## src/rtl/pipe_ctrl_if.sv

```systemverilog
// pipe_ctrl_if: ID-stage decode fields in, stage valids/enables/bypass selects out
interface pipe_ctrl_if #(parameter int NREG_W = 5, parameter int CNT_W = 32);
  logic [NREG_W-1:0] id_rj, id_rk, id_rd;
  logic id_src1_from_ref, id_src2_from_ref, id_src2_is_rd, id_ref_we, id_res_from_dram, id_br_taken, mem_data_ok;
  logic pc_we, br_redirect, if_valid, id_valid, ex_valid, mem_valid, wb_valid;
  logic id_to_ex_en, ex_to_mem_en, mem_to_wb_en, if_to_id_en;
  logic [1:0] fwd_sel1, fwd_sel2;
  logic [CNT_W-1:0] stall_cnt;
  modport master (
    output id_rj, id_rk, id_rd, id_src1_from_ref, id_src2_from_ref, id_src2_is_rd, id_ref_we, id_res_from_dram, id_br_taken, mem_data_ok,
    input pc_we, br_redirect, if_valid, id_valid, ex_valid, mem_valid, wb_valid, id_to_ex_en, ex_to_mem_en, mem_to_wb_en, if_to_id_en, fwd_sel1, fwd_sel2, stall_cnt
  );
  modport slave (
    input id_rj, id_rk, id_rd, id_src1_from_ref, id_src2_from_ref, id_src2_is_rd, id_ref_we, id_res_from_dram, id_br_taken, mem_data_ok,
    output pc_we, br_redirect, if_valid, id_valid, ex_valid, mem_valid, wb_valid, id_to_ex_en, ex_to_mem_en, mem_to_wb_en, if_to_id_en, fwd_sel1, fwd_sel2, stall_cnt
  );
endinterface

```

## src/rtl/pipe_ctrl.sv

```systemverilog
// pipe_ctrl: five-stage valid/allowin chain, dest shadow, ID bypass selects and interlocks
module pipe_ctrl #(
  parameter int NREG_W = 5,
  parameter int CNT_W = 32
) (
  input logic clk,
  input logic reset,
  pipe_ctrl_if.slave bus
);
  logic r_if_valid, r_id_valid, r_ex_valid, r_mem_valid, r_wb_valid;
  logic [NREG_W-1:0] r_ex_dest, r_mem_dest, r_wb_dest;
  logic r_ex_we, r_mem_we, r_wb_we, r_ex_ld, r_mem_ld;
  logic [CNT_W-1:0] r_stall_cnt;
  logic [NREG_W-1:0] w_reg2;
  logic [1:0] w_sel1, w_sel2;
  logic w_hazard, w_id_rg, w_mem_rg, w_mem_allowin, w_ex_allowin, w_id_allowin, w_if_allowin;
  logic w_redirect, w_id_to_ex_en, w_ex_to_mem_en, w_mem_to_wb_en;
  function automatic logic [1:0] src_sel(input logic u, input logic [NREG_W-1:0] r);
    return (!u || r == '0) ? 2'd0 :
           (r_ex_valid && r_ex_we && r_ex_dest == r) ? 2'd1 :
           (r_mem_valid && r_mem_we && r_mem_dest == r) ? 2'd2 :
           (r_wb_valid && r_wb_we && r_wb_dest == r) ? 2'd3 : 2'd0;
  endfunction
  // youngest matching producer wins; a load still in EX or waiting in MEM cannot supply data yet
  always_comb begin
    w_reg2 = bus.id_src2_is_rd ? bus.id_rd : bus.id_rk;
    w_sel1 = src_sel(bus.id_src1_from_ref, bus.id_rj);
    w_sel2 = src_sel(bus.id_src2_from_ref | bus.id_src2_is_rd, w_reg2);
    w_hazard = (w_sel1 == 2'd1 && r_ex_ld) || (w_sel1 == 2'd2 && r_mem_ld && !bus.mem_data_ok) ||
               (w_sel2 == 2'd1 && r_ex_ld) || (w_sel2 == 2'd2 && r_mem_ld && !bus.mem_data_ok);
    w_id_rg = ~w_hazard;
    w_mem_rg = ~r_mem_ld | bus.mem_data_ok;
    w_mem_allowin = ~r_mem_valid | w_mem_rg;
    w_ex_allowin = ~r_ex_valid | w_mem_allowin;
    w_id_allowin = ~r_id_valid | (w_id_rg & w_ex_allowin);
    w_if_allowin = ~r_if_valid | w_id_allowin;
    w_redirect = r_id_valid & w_id_rg & bus.id_br_taken;
    w_id_to_ex_en = r_id_valid & w_id_rg & w_ex_allowin;
    w_ex_to_mem_en = r_ex_valid & w_mem_allowin;
    w_mem_to_wb_en = r_mem_valid & w_mem_rg;
  end
  // advance valids on allowin, shift dest shadow with the enables, count ID stall cycles
  always_ff @(posedge clk) begin
    if (reset) begin
      {r_if_valid, r_id_valid, r_ex_valid, r_mem_valid, r_wb_valid} <= '0;
      {r_ex_dest, r_ex_we, r_ex_ld, r_mem_dest, r_mem_we, r_mem_ld, r_wb_dest, r_wb_we} <= '0;
      r_stall_cnt <= '0;
    end else begin
      r_if_valid <= 1'b1;
      if (w_id_allowin) r_id_valid <= r_if_valid & ~w_redirect;
      if (w_ex_allowin) r_ex_valid <= r_id_valid & w_id_rg;
      if (w_mem_allowin) r_mem_valid <= r_ex_valid;
      r_wb_valid <= w_mem_to_wb_en;
      if (w_id_to_ex_en) {r_ex_dest, r_ex_we, r_ex_ld} <= {bus.id_rd, bus.id_ref_we & (bus.id_rd != '0), bus.id_res_from_dram};
      if (w_ex_to_mem_en) {r_mem_dest, r_mem_we, r_mem_ld} <= {r_ex_dest, r_ex_we, r_ex_ld};
      if (w_mem_to_wb_en) {r_wb_dest, r_wb_we} <= {r_mem_dest, r_mem_we};
      if (r_id_valid && w_hazard && !(&r_stall_cnt)) r_stall_cnt <= r_stall_cnt + CNT_W'(1);
    end
  end
  assign bus.pc_we = ~reset & w_if_allowin;
  assign bus.br_redirect = ~reset & w_redirect;
  assign bus.if_to_id_en = ~reset & w_id_allowin;
  assign bus.id_to_ex_en = ~reset & w_id_to_ex_en;
  assign bus.ex_to_mem_en = ~reset & w_ex_to_mem_en;
  assign bus.mem_to_wb_en = ~reset & w_mem_to_wb_en;
  assign bus.fwd_sel1 = reset ? 2'd0 : w_sel1;
  assign bus.fwd_sel2 = reset ? 2'd0 : w_sel2;
  assign bus.if_valid = r_if_valid;
  assign bus.id_valid = r_id_valid;
  assign bus.ex_valid = r_ex_valid;
  assign bus.mem_valid = r_mem_valid;
  assign bus.wb_valid = r_wb_valid;
  assign bus.stall_cnt = r_stall_cnt;
endmodule

```

## src/flat_wrapper.sv

```systemverilog
// flat-port wrapper written by rule: the top's interface ports become plain ports
module pipe_ctrl_flat 
#(
  parameter int NREG_W = 5,
  parameter int CNT_W = 32
)
  (clk, reset, bus_id_rj, bus_id_rk, bus_id_rd, bus_id_src1_from_ref, bus_id_src2_from_ref, bus_id_src2_is_rd, bus_id_ref_we, bus_id_res_from_dram, bus_id_br_taken, bus_mem_data_ok, bus_pc_we, bus_br_redirect, bus_if_valid, bus_id_valid, bus_ex_valid, bus_mem_valid, bus_wb_valid, bus_id_to_ex_en, bus_ex_to_mem_en, bus_mem_to_wb_en, bus_if_to_id_en, bus_fwd_sel1, bus_fwd_sel2, bus_stall_cnt);
  pipe_ctrl_if #(.NREG_W(NREG_W), .CNT_W(CNT_W)) bus_i ();
  input logic clk;
  input logic reset;
  input wire logic [$bits(bus_i.id_rj)-1:0] bus_id_rj;
  input wire logic [$bits(bus_i.id_rk)-1:0] bus_id_rk;
  input wire logic [$bits(bus_i.id_rd)-1:0] bus_id_rd;
  input wire logic [$bits(bus_i.id_src1_from_ref)-1:0] bus_id_src1_from_ref;
  input wire logic [$bits(bus_i.id_src2_from_ref)-1:0] bus_id_src2_from_ref;
  input wire logic [$bits(bus_i.id_src2_is_rd)-1:0] bus_id_src2_is_rd;
  input wire logic [$bits(bus_i.id_ref_we)-1:0] bus_id_ref_we;
  input wire logic [$bits(bus_i.id_res_from_dram)-1:0] bus_id_res_from_dram;
  input wire logic [$bits(bus_i.id_br_taken)-1:0] bus_id_br_taken;
  input wire logic [$bits(bus_i.mem_data_ok)-1:0] bus_mem_data_ok;
  output wire logic [$bits(bus_i.pc_we)-1:0] bus_pc_we;
  output wire logic [$bits(bus_i.br_redirect)-1:0] bus_br_redirect;
  output wire logic [$bits(bus_i.if_valid)-1:0] bus_if_valid;
  output wire logic [$bits(bus_i.id_valid)-1:0] bus_id_valid;
  output wire logic [$bits(bus_i.ex_valid)-1:0] bus_ex_valid;
  output wire logic [$bits(bus_i.mem_valid)-1:0] bus_mem_valid;
  output wire logic [$bits(bus_i.wb_valid)-1:0] bus_wb_valid;
  output wire logic [$bits(bus_i.id_to_ex_en)-1:0] bus_id_to_ex_en;
  output wire logic [$bits(bus_i.ex_to_mem_en)-1:0] bus_ex_to_mem_en;
  output wire logic [$bits(bus_i.mem_to_wb_en)-1:0] bus_mem_to_wb_en;
  output wire logic [$bits(bus_i.if_to_id_en)-1:0] bus_if_to_id_en;
  output wire logic [$bits(bus_i.fwd_sel1)-1:0] bus_fwd_sel1;
  output wire logic [$bits(bus_i.fwd_sel2)-1:0] bus_fwd_sel2;
  output wire logic [$bits(bus_i.stall_cnt)-1:0] bus_stall_cnt;
  assign bus_i.id_rj = bus_id_rj;
  assign bus_i.id_rk = bus_id_rk;
  assign bus_i.id_rd = bus_id_rd;
  assign bus_i.id_src1_from_ref = bus_id_src1_from_ref;
  assign bus_i.id_src2_from_ref = bus_id_src2_from_ref;
  assign bus_i.id_src2_is_rd = bus_id_src2_is_rd;
  assign bus_i.id_ref_we = bus_id_ref_we;
  assign bus_i.id_res_from_dram = bus_id_res_from_dram;
  assign bus_i.id_br_taken = bus_id_br_taken;
  assign bus_i.mem_data_ok = bus_mem_data_ok;
  assign bus_pc_we = bus_i.pc_we;
  assign bus_br_redirect = bus_i.br_redirect;
  assign bus_if_valid = bus_i.if_valid;
  assign bus_id_valid = bus_i.id_valid;
  assign bus_ex_valid = bus_i.ex_valid;
  assign bus_mem_valid = bus_i.mem_valid;
  assign bus_wb_valid = bus_i.wb_valid;
  assign bus_id_to_ex_en = bus_i.id_to_ex_en;
  assign bus_ex_to_mem_en = bus_i.ex_to_mem_en;
  assign bus_mem_to_wb_en = bus_i.mem_to_wb_en;
  assign bus_if_to_id_en = bus_i.if_to_id_en;
  assign bus_fwd_sel1 = bus_i.fwd_sel1;
  assign bus_fwd_sel2 = bus_i.fwd_sel2;
  assign bus_stall_cnt = bus_i.stall_cnt;
  pipe_ctrl #(.NREG_W(NREG_W), .CNT_W(CNT_W)) u_core (.clk(clk), .reset(reset), .bus(bus_i));
endmodule
```

## config.mk

```make
export PLATFORM = sky130hd
export DESIGN_NAME = pipe_ctrl_flat
export DESIGN_NICKNAME = d
export VERILOG_FILES = /design/src/rtl/pipe_ctrl_if.sv /design/src/rtl/pipe_ctrl.sv /design/src/flat_wrapper.sv
export SDC_FILE = /design/constraint.sdc
export NUM_CORES = 1
export LEC_CHECK = 0
export BUFFER_PORTS_ARGS = -buffer_cell sky130_fd_sc_hd__buf_2
export CAP_MARGIN = 20
export CORE_MARGIN = 2
export CORE_UTILIZATION = 45
export DETAILED_ROUTE_END_ITERATION = 10
export PLACE_DENSITY = 0.66
export SYNTH_ARGS = -nofsm -noshare
export SYNTH_HDL_FRONTEND = slang
export SYNTH_SLANG_ARGS = --single-unit
```

## constraint.sdc

```tcl
create_clock -name clk -period 3.87 [get_ports clk]
set_clock_uncertainty 0.2 [all_clocks]
set_input_delay 0.5805 -clock clk [delete_from_list [all_inputs] [get_ports clk]]
set_output_delay 0.5805 -clock clk [all_outputs]
set_load 0.01 [all_outputs]
```

==> impl_metrics.toml, run 1 <==
[hold_path]
hold_class = "flop to flop"
min-delay-start = "u_core.bus.stall_cnt[27]"
hold_end = "u_core.bus.stall_cnt[27]"
min_path_cells = 2

[sta]
grt_setup_unrepaired = "no"
post-route-period-util_pct = 91.0
final-setup-viol-count = 0
fin_crit_ns = 3.52
clock.fmax_ghz = 0.284
final_max_slew_viol_count = 0
timing_hold_violations_final = 0
slew_headroom_pct = 53.0
tns_ns = 0
worstMarginPinSlew_ns = 0.704

[floorplan]
initial_core_util_pct = 46.5
io_pins = 71
coreArea_um2 = 7250
die_w_um = 90.6
chipHeight_um = 90.6
die_area_um2 = 8210
core.rowCount = 31

[critical_path]
timing.rr.end = "u_core.bus.stall_cnt[0]"
r2r_cells = 7
rrSetupSlack_ns = 0.99
cp_max_fo = 9
criticalPathCategory = "input pin to output pin"
required_ns = 3.09
critPathCaptureType = "output pin"
start_kind = "input pin"
cp.arrival_ns = 2.74
timing.rr.start = "u_core.bus.stall_cnt[7]"

[yosys]
synthCells = 397
ys_seq_elements = 57
seq_area_frac_synth_pct = 33.8
async_flop_share_pct = 0
ys_warn_count = 0
synth_edf_count = 0
ys.flop_type = "dfxtp_1"
synth_nets = 422
syn_avg_cell_area_um2 = 8.50
syn_area_um2 = 3370
ys_types = 54

[grt]
antenna_found_initial = 0
grt_usage_pct = 22.6
overflow = 0
grt_max_degree = 55
grt_pass1_wl_mm = 15.2
grt_pass1_vias = 3057

[status]
outcome = "finished, final reports clean"

[drt]
wl_met2_mm = 3.93
vias = 3221
drtIter0Drc = 144
final_antenna_net_count = 0
vias_per_cell = 5.72
drc_errors = 0
dr.pass1.iters = 4
wl_per_cell_um = 15.9
routed_wl_mm = 8.94
dr_wl_met3_um = 526
wl_met1_mm = 4.36
maxUsedRoutingLayer = "met4"

[power]
p_int_mw = 0.882
leakage_nw = 1.52
p_clk_share_pct = 38.8
switching_share_pct = 25.1
comb_power_share_pct = 9.6
power_density_nw_per_um2 = 299
p_sw_mw = 0.295
peakVddDrop_mv = 0.156
pwr-share-seq_pct = 51.5

[clock_tree]
clkSinkCount = 57
htree_levels = 3
post_cts_buffers = 0
insertion_delay_ns = 0.33
cts_buffers = 9
cts_tree = "built"
cts_resized = 0
clockRootBuffer = "clkbuf_8"
cts_hold_buf = 0
clockBufferDepth = 2
path_clk_slew_ns = 0.06

[placement]
routabilityCongestion = 0.951
dp.final_hpwl_mm = 6.50
dp.cells = 550
io_buffers = 70

[final_layout]
fin_cells = 563
area_growth_pct = 16.6
nets = 487
n_antenna_cell = 0
drive_above_1_share_pct = 23.5

[flow_run]
maxCapViolCount = 0
cell usage in the layout, fill, tap and decap left out, types with 2 or more instances in the layout:
master	instances
a211oi_1	2
a21oi_1	29
a31oi_1	3
a32o_1	2
and2_1	3
and3_1	6
and4_1	3
buf_2	70
buf_4	7
clkbuf_1	2
clkbuf_8	10
dfxtp_1	57
inv_1	3
mux2_1	6
mux2_2	3
mux2i_1	15
mux2i_2	2
mux2i_4	2
nand2_1	44
nand3_1	22
nand4_1	15
nor2_1	26
nor2b_1	11
nor3_1	6
nor4_1	10
o21a_1	4
o21ai_0	4
o311ai_0	2
o31a_1	3
o31ai_1	14
o41ai_1	3
or2_2	4
or3_1	4
or4_1	17
xnor2_1	19
xor2_1	11
how the worst max path moves through the flow:
stage                     cells after the start              start              end  slack (ns)
final                                         9  bus_id_src2_is_rd  bus_br_redirect        0.35
after global routing                          9  bus_id_src2_is_rd  bus_br_redirect        0.19
after CTS                                     9  bus_id_src2_is_rd  bus_br_redirect        0.35
after detailed placement                      9  bus_id_src2_is_rd  bus_br_redirect        0.37
after global placement                        9       bus_id_rj[1]  bus_br_redirect        0.44
after floorplan                               9       bus_id_rj[1]  bus_br_redirect        0.54
state kept, by name, summed over array words and instances, names as in the netlist:
signal	count
u_core.bus.ex_valid	1
u_core.bus.id_valid	1
u_core.bus.if_valid	1
u_core.bus.mem_valid	1
u_core.bus.stall_cnt	32
u_core.bus.wb_valid	1
u_core.r_ex_dest	5
u_core.r_ex_ld	1
u_core.r_ex_we	1
u_core.r_mem_dest	5
u_core.r_mem_ld	1
u_core.r_mem_we	1
u_core.r_wb_dest	5
u_core.r_wb_we	1
worst max-delay path: stages:
cell and delay (ns):
buf_2 0.26, mux2i_4 0.35, xnor2_1 0.11, nor4_2 0.35, a211oi_1 0.17, a311oi_4 0.42
nand2_1 0.15, nor3b_2 0.21, buf_2 0.15
area by class of cell:
cell class | instances | area, um2
sequential | 57 | 1140
inverter | 4 | 15.0
clock buffer | 12 | 145
clock inverter | 1 | 5.00
tap | 99 | 124
multi-input combinational | 312 | 2080
timing repair buffer | 78 | 423
fill | 743 | 3320
cell usage after synthesis (6+ instances only):
library cell	count	area (um2)
o31ai_1	14	105
mux2_1	6	67.6
clkbuf_1	15	56.3
a21oi_1	29	145
xor2_1	11	96.3
nor2b_1	11	68.8
mux2i_1	15	150
and3_1	6	37.5
nor3_1	6	30.0
nand4_1	15	93.8
nand3_1	22	110
nor2_1	26	97.6
or4_1	17	128
nor4_1	10	62.6
dfxtp_1	57	1140
xnor2_1	19	166
nand2_1	44	165
per-stage QoR:
step	setup WS (ns)	utilization (%)	total power [mW]	area, um2	hold slack, ns
4_1_cts	0.349	54.3	1.18	3940	0.293
3_5_place_dp	0.365	52.2	0.733	3780	0.284
5_1_grt	0.185	54.3	1.23	3940	0.328
3_3_place_gp	0.445	52.2	0.731	3780	0.270
2_1_floorplan	0.543	-	0.691	3370	0.258
6_report	0.350	54.3	1.18	3940	0.290
logic make-up (layout without fill, tap and decap cells):
| kind of cell | after synthesis | in the layout | share of synthesized area, % |
|---|---|---|---|
| compound gates | 72 | 72 | 14.6 |
| xor+xnor | 30 | 30 | 7.79 |
| fa+ha+maj | 1 | 1 | 0.371 |
| buf+inv | 28 | 95 | 4.49 |
| flops | 57 | 57 | 33.8 |
| mux | 28 | 28 | 9.60 |
| simple gates | 181 | 181 | 29.3 |
routing by layer:
metal  vias to the layer above  track usage [%]
met3                        10             4.67
met1                      1521             33.1
li1                       1600                -
met5                         -                0
met4                         0             7.44
met2                        90             32.8
power by group through the flow:
stage	registers (mW)	clock network, mW	logic [mW]
after detailed placement	0.619	0	0.114
after floorplan	0.614	0	0.0763
after CTS	0.606	0.465	0.114
after global placement	0.619	0	0.112
after global routing	0.607	0.499	0.124
final	0.607	0.457	0.113
Power figures use the tool's default switching activity.
==> run 2: changes to the inputs <==
--- a/config.mk
+++ b/config.mk
@@ -8,9 +8,10 @@
 export BUFFER_PORTS_ARGS = -buffer_cell sky130_fd_sc_hd__buf_2
 export CAP_MARGIN = 20
 export CORE_MARGIN = 2
-export CORE_UTILIZATION = 45
+export CORE_UTILIZATION = 55
 export DETAILED_ROUTE_END_ITERATION = 10
-export PLACE_DENSITY = 0.66
+export GPL_ROUTABILITY_DRIVEN = 0
+export PLACE_DENSITY = 0.86
 export SYNTH_ARGS = -nofsm -noshare
 export SYNTH_HDL_FRONTEND = slang
 export SYNTH_SLANG_ARGS = --single-unit
==> run 2 against run 1 <==
  * Die area shrank 17%
  * Worst hold slack lost 0.0028 ns
  * Design area grew 0.54%
  * Critical endpoint unchanged
  * Register-to-register slack lost 0.07 ns
  * Total power grew 17%
  * Worst setup slack gained 0.075 ns
  * Global-route usage grew 4.5 points
  * Non-clock buffer count shrank 2
  * Utilization grew 13 points
==> impl_metrics.toml, run 2 (same netlist as run 1, synthesis figures left out) <==
[clock_tree]
cts_hold_buf = 0
path_clk_slew_ns = 0.06
clockBufferDepth = 2
clockRootBuffer = "clkbuf_8"
clkSinkCount = 57
cts_tree = "built"
post_cts_buffers = 0
htree_levels = 3
cts_buffers = 9
cts_resized = 0
insertion_delay_ns = 0.34

[grt]
grt_pass1_wl_mm = 14.0
antenna_found_initial = 0
grtUsageMet3_pct = 5.87
grt_pass1_vias = 2898
busiest_layer = "met1"
grt_max_degree = 55
grt_usage_pct = 27.0
use_met1_pct = 39.9
overflow = 0
grtUsageMet2_pct = 38.1

[sta]
timing_hold_violations_final = 0
post-route-period-util_pct = 89.0
grt_setup_unrepaired = "no"
final-setup-viol-count = 0
clock.fmax_ghz = 0.290
worstMarginPinSlew_ns = 0.912
tns_ns = 0
fin_crit_ns = 3.44
slew_headroom_pct = 39.1
final_max_slew_viol_count = 0

[drt]
final_antenna_net_count = 0
drc_errors = 0
vias_per_cell = 6.12
vias = 3299
routed_wl_mm = 8.86
dr.pass1.iters = 5
wl_per_cell_um = 16.4
drtIter0Drc = 403

[final_layout]
n_antenna_cell = 0
most-common-layout-cells = "70 x buf_2, 57 x dfxtp_1, 44 x nand2_1"
fill_cells = 479
final_common_cell = "buf_2"
final_cell_area_um2 = 3960
drive_above_1_share_pct = 23.7
fin_util_pct = 66.8
area_growth_pct = 17.2
largest_reg_flops = 32
nets = 485

[critical_path]
criticalPathCategory = "input pin to output pin"
start_kind = "input pin"
cp_max_fo = 9
critPathCaptureType = "output pin"
required_ns = 3.09
cp.arrival_ns = 2.66

[floorplan]
die_w_um = 82.3
initial_core_util_pct = 57.0
die_area_um2 = 6780
coreArea_um2 = 5920
chipHeight_um = 82.3
core.rowCount = 28
io_pins = 71

[power]
power_density_nw_per_um2 = 347
leakage_nw = 1.54
peakVddDrop_mv = 0.302

[hold_path]
hold_class = "input pin to flop"

[placement]
dp.final_hpwl_mm = 6.19
place_area_um2 = 3730
io_buffers = 70

[status]
outcome = "finished, final reports clean"

[flow_run]
maxCapViolCount = 0
run 2: cell types whose count changed in the layout (fill, tap and decap cells not counted), sizes merged:
cell | before | now
bufinv | 0 | 2
clkinv | 2 | 1
buf | 78 | 76
clkbuf | 12 | 13
run 2: per-layer routing:
layer / vias to the layer above / wire length (um)
met3: 14 / 794
met5: - / 0
met1: 1531 / 3920
met2: 154 / 4010
li1: 1600 / -
met4: 0 / 134
run 2: critical path, cell delays in order:
cell and delay (ns):
buf_2 0.26, mux2i_4 0.37, xnor2_1 0.11, nor4_2 0.31, a211oi_1 0.16, a311oi_4 0.38, nand2_1 0.14, nor3b_2 0.21
buf_2 0.15
run 2: path summary, 6_finish.rpt:
kind | startpoint | endpoint | slack, ns | cells after the start
min | bus_id_res_from_dram | u_core.r_ex_ld | 0.29 | 3
max reg2reg | u_core.r_mem_ld | u_core.bus.stall_cnt[16] | 0.92 | 8
max | bus_id_src2_is_rd | bus_br_redirect | 0.43 | 9
min reg2reg | u_core.bus.stall_cnt[29] | u_core.bus.stall_cnt[29] | 0.30 | 2
run 2: layout make-up:
class	instances	area (um2)	share of cell area, %
repair buffers	76	395	9.99
inverters	4	15.0	0.380
clock buffers	13	169	4.27
clock inverters	2	60.1	1.52
flip-flops and latches	57	1140	28.8
well taps	75	93.8	2.37
multi-input cells	312	2080	52.6
run 2: where the power goes:
part / internal [mW] / switching [mW] / leakage (nW)
logic: 0.0481 / 0.0633 / 0.960
clock network: 0.412 / 0.242 / 0.116
registers: 0.594 / 0.0142 / 0.461
run 2: metrics by stage:
| step | power (mW) | hold WS [ns] | setup WS [ns] | std cells |
|---|---|---|---|---|
| after CTS | 1.37 | 0.286 | 0.446 | 539 |
| after global routing | 1.42 | 0.295 | 0.246 | 539 |
| final | 1.37 | 0.287 | 0.425 | 539 |
| after global placement | 0.727 | 0.275 | 0.511 | 524 |
| after floorplan | 0.691 | 0.258 | 0.543 | 397 |
| after detailed placement | 0.730 | 0.284 | 0.428 | 524 |
==> run 3: changes to the inputs <==
==> constraint.sdc (replaced) <==
create_clock -name clk -period 3.87 [get_ports clk]
set_clock_uncertainty 0.2 [all_clocks]
set_input_delay 0.5805 -clock clk [delete_from_list [all_inputs] [get_ports clk]]
set_output_delay 0.5805 -clock clk [all_outputs]
set_load 0.02 [all_outputs]
==> run 3 against run 2 <==
  * First-iteration DRC count shrank 25%
  * Design area is 1.5% lower
  * Worst setup slack got worse by 0.071 ns
  * Maximum frequency decreased by 2.0%
  * Clock-buffer cell count is 2 lower
  * Global-route usage decreased by 0.37 points
==> impl_metrics.toml, run 3 (same netlist as run 1, synthesis figures left out) <==
[final_layout]
area_growth_pct = 15.5
n_antenna_cell = 0
fin_util_pct = 65.8
largest_reg_flops = 32
fin_cells = 540
final_cell_area_um2 = 3900
most-common-layout-cells = "70 x buf_2, 57 x dfxtp_1, 44 x nand2_1"
final_common_cell = "buf_2"
nets = 486
drive_above_1_share_pct = 23.9

[sta]
fin_crit_ns = 3.52
grt_setup_unrepaired = "no"
final_max_slew_viol_count = 0
worstMarginPinSlew_ns = 0.899
post-route-period-util_pct = 90.8
slew_headroom_pct = 40.0
final-setup-viol-count = 0
tns_ns = 0
finalWorstSetupSlack_ns = 0.354
clock.fmax_ghz = 0.284
timing_hold_violations_final = 0
hold_ws_ns = 0.292

[status]
outcome = "finished, final reports clean"

[placement]
dp.cells = 525
io_buffers = 70
dp_slack_ns = 0.384
place_area_um2 = 3730
dp.final_hpwl_mm = 6.33

[floorplan]
die_area_um2 = 6780
die_w_um = 82.3
chipHeight_um = 82.3
io_pins = 71
initial_core_util_pct = 57.0
coreArea_um2 = 5920
core.rowCount = 28

[power]
leakage_nw = 1.51
peakVddDrop_mv = 0.279
total_power_mw = 1.19
power_density_nw_per_um2 = 306

[clock_tree]
post_cts_buffers = 0
clockBufferDepth = 2
clockRootBuffer = "clkbuf_8"
path_clk_slew_ns = 0.06
cts_tree = "built"
htree_levels = 3
cts_resized = 0
clkSinkCount = 57
insertion_delay_ns = 0.33
cts_hold_buf = 0
cts_buffers = 9

[critical_path]
cp.arrival_ns = 2.74
criticalPathCategory = "input pin to output pin"
critPathCaptureType = "output pin"
required_ns = 3.09
start_kind = "input pin"
cp_max_fo = 4

[drt]
drc_errors = 0
routed_wl_mm = 8.63
drtIter0Drc = 301
final_antenna_net_count = 0
vias_per_cell = 6.12
wl_per_cell_um = 16.0
vias = 3303
dr.pass1.iters = 5

[grt]
overflow = 0
grt_max_degree = 55
grt_pass1_vias = 2935
antenna_found_initial = 0
grt_pass1_wl_mm = 13.9
grt_usage_pct = 26.7

[flow_run]
maxCapViolCount = 0

[hold_path]
hold_class = "flop to flop"
-- run 3: cell types whose count changed in the layout (fill, tap and decap cells not counted), sizes merged --
cell / before / now
buf: 76 / 77
clkinv: 1 / 5
bufinv: 2 / 0
clkbuf: 13 / 11
-- run 3: routing by layer --
layer | part of all wire (%) | vias to the layer above | global-route usage, % | wire [um]
li1 | - | 1603 | - | -
met1 | 45 | 1534 | 38.3 | 3900
met2 | 45 | 152 | 40.0 | 3900
met3 | 8.1 | 14 | 4.89 | 699
met4 | 1.5 | 0 | 9.33 | 126
met5 | 0 | - | 0 | 0
-- run 3: path summary, 6_finish.rpt --
path | start | end | slack [ns] | cells past startpoint
setup / recovery | bus_id_rj[1] | bus_br_redirect | 0.35 | 9
hold / removal | u_core.bus.stall_cnt[29] | u_core.bus.stall_cnt[29] | 0.29 | 2
setup reg to reg | u_core.r_ex_dest[3] | u_core.bus.stall_cnt[10] | 0.91 | 8
hold reg to reg | u_core.bus.stall_cnt[29] | u_core.bus.stall_cnt[29] | 0.29 | 2
-- run 3: critical path, stage by stage --
cell	delay [ns]
buf_2	0.13
or4_1	0.55
o21ai_2	0.21
nor2b_1	0.08
a32o_1	0.29
a311oi_4	0.31
nand2_1	0.15
nor3b_2	0.24
buf_2	0.19
-- run 3: cell type report --
type                    count  area, um2
multi-input cells         312       2080
fillers                   492       2020
flip-flops and latches     57       1140
repair buffers             77        403
clock buffers              11        141
well taps                  75       93.8
clock inverters             4       20.0
inverters                   4       15.0
-- run 3: report_power, final --
part / internal [mW] / total, mW / switching (mW)
registers: 0.594 / 0.608 / 0.0142
logic: 0.0488 / 0.115 / 0.0666
clock network: 0.242 / 0.470 / 0.229
total: 0.884 / 1.19 / 0.310
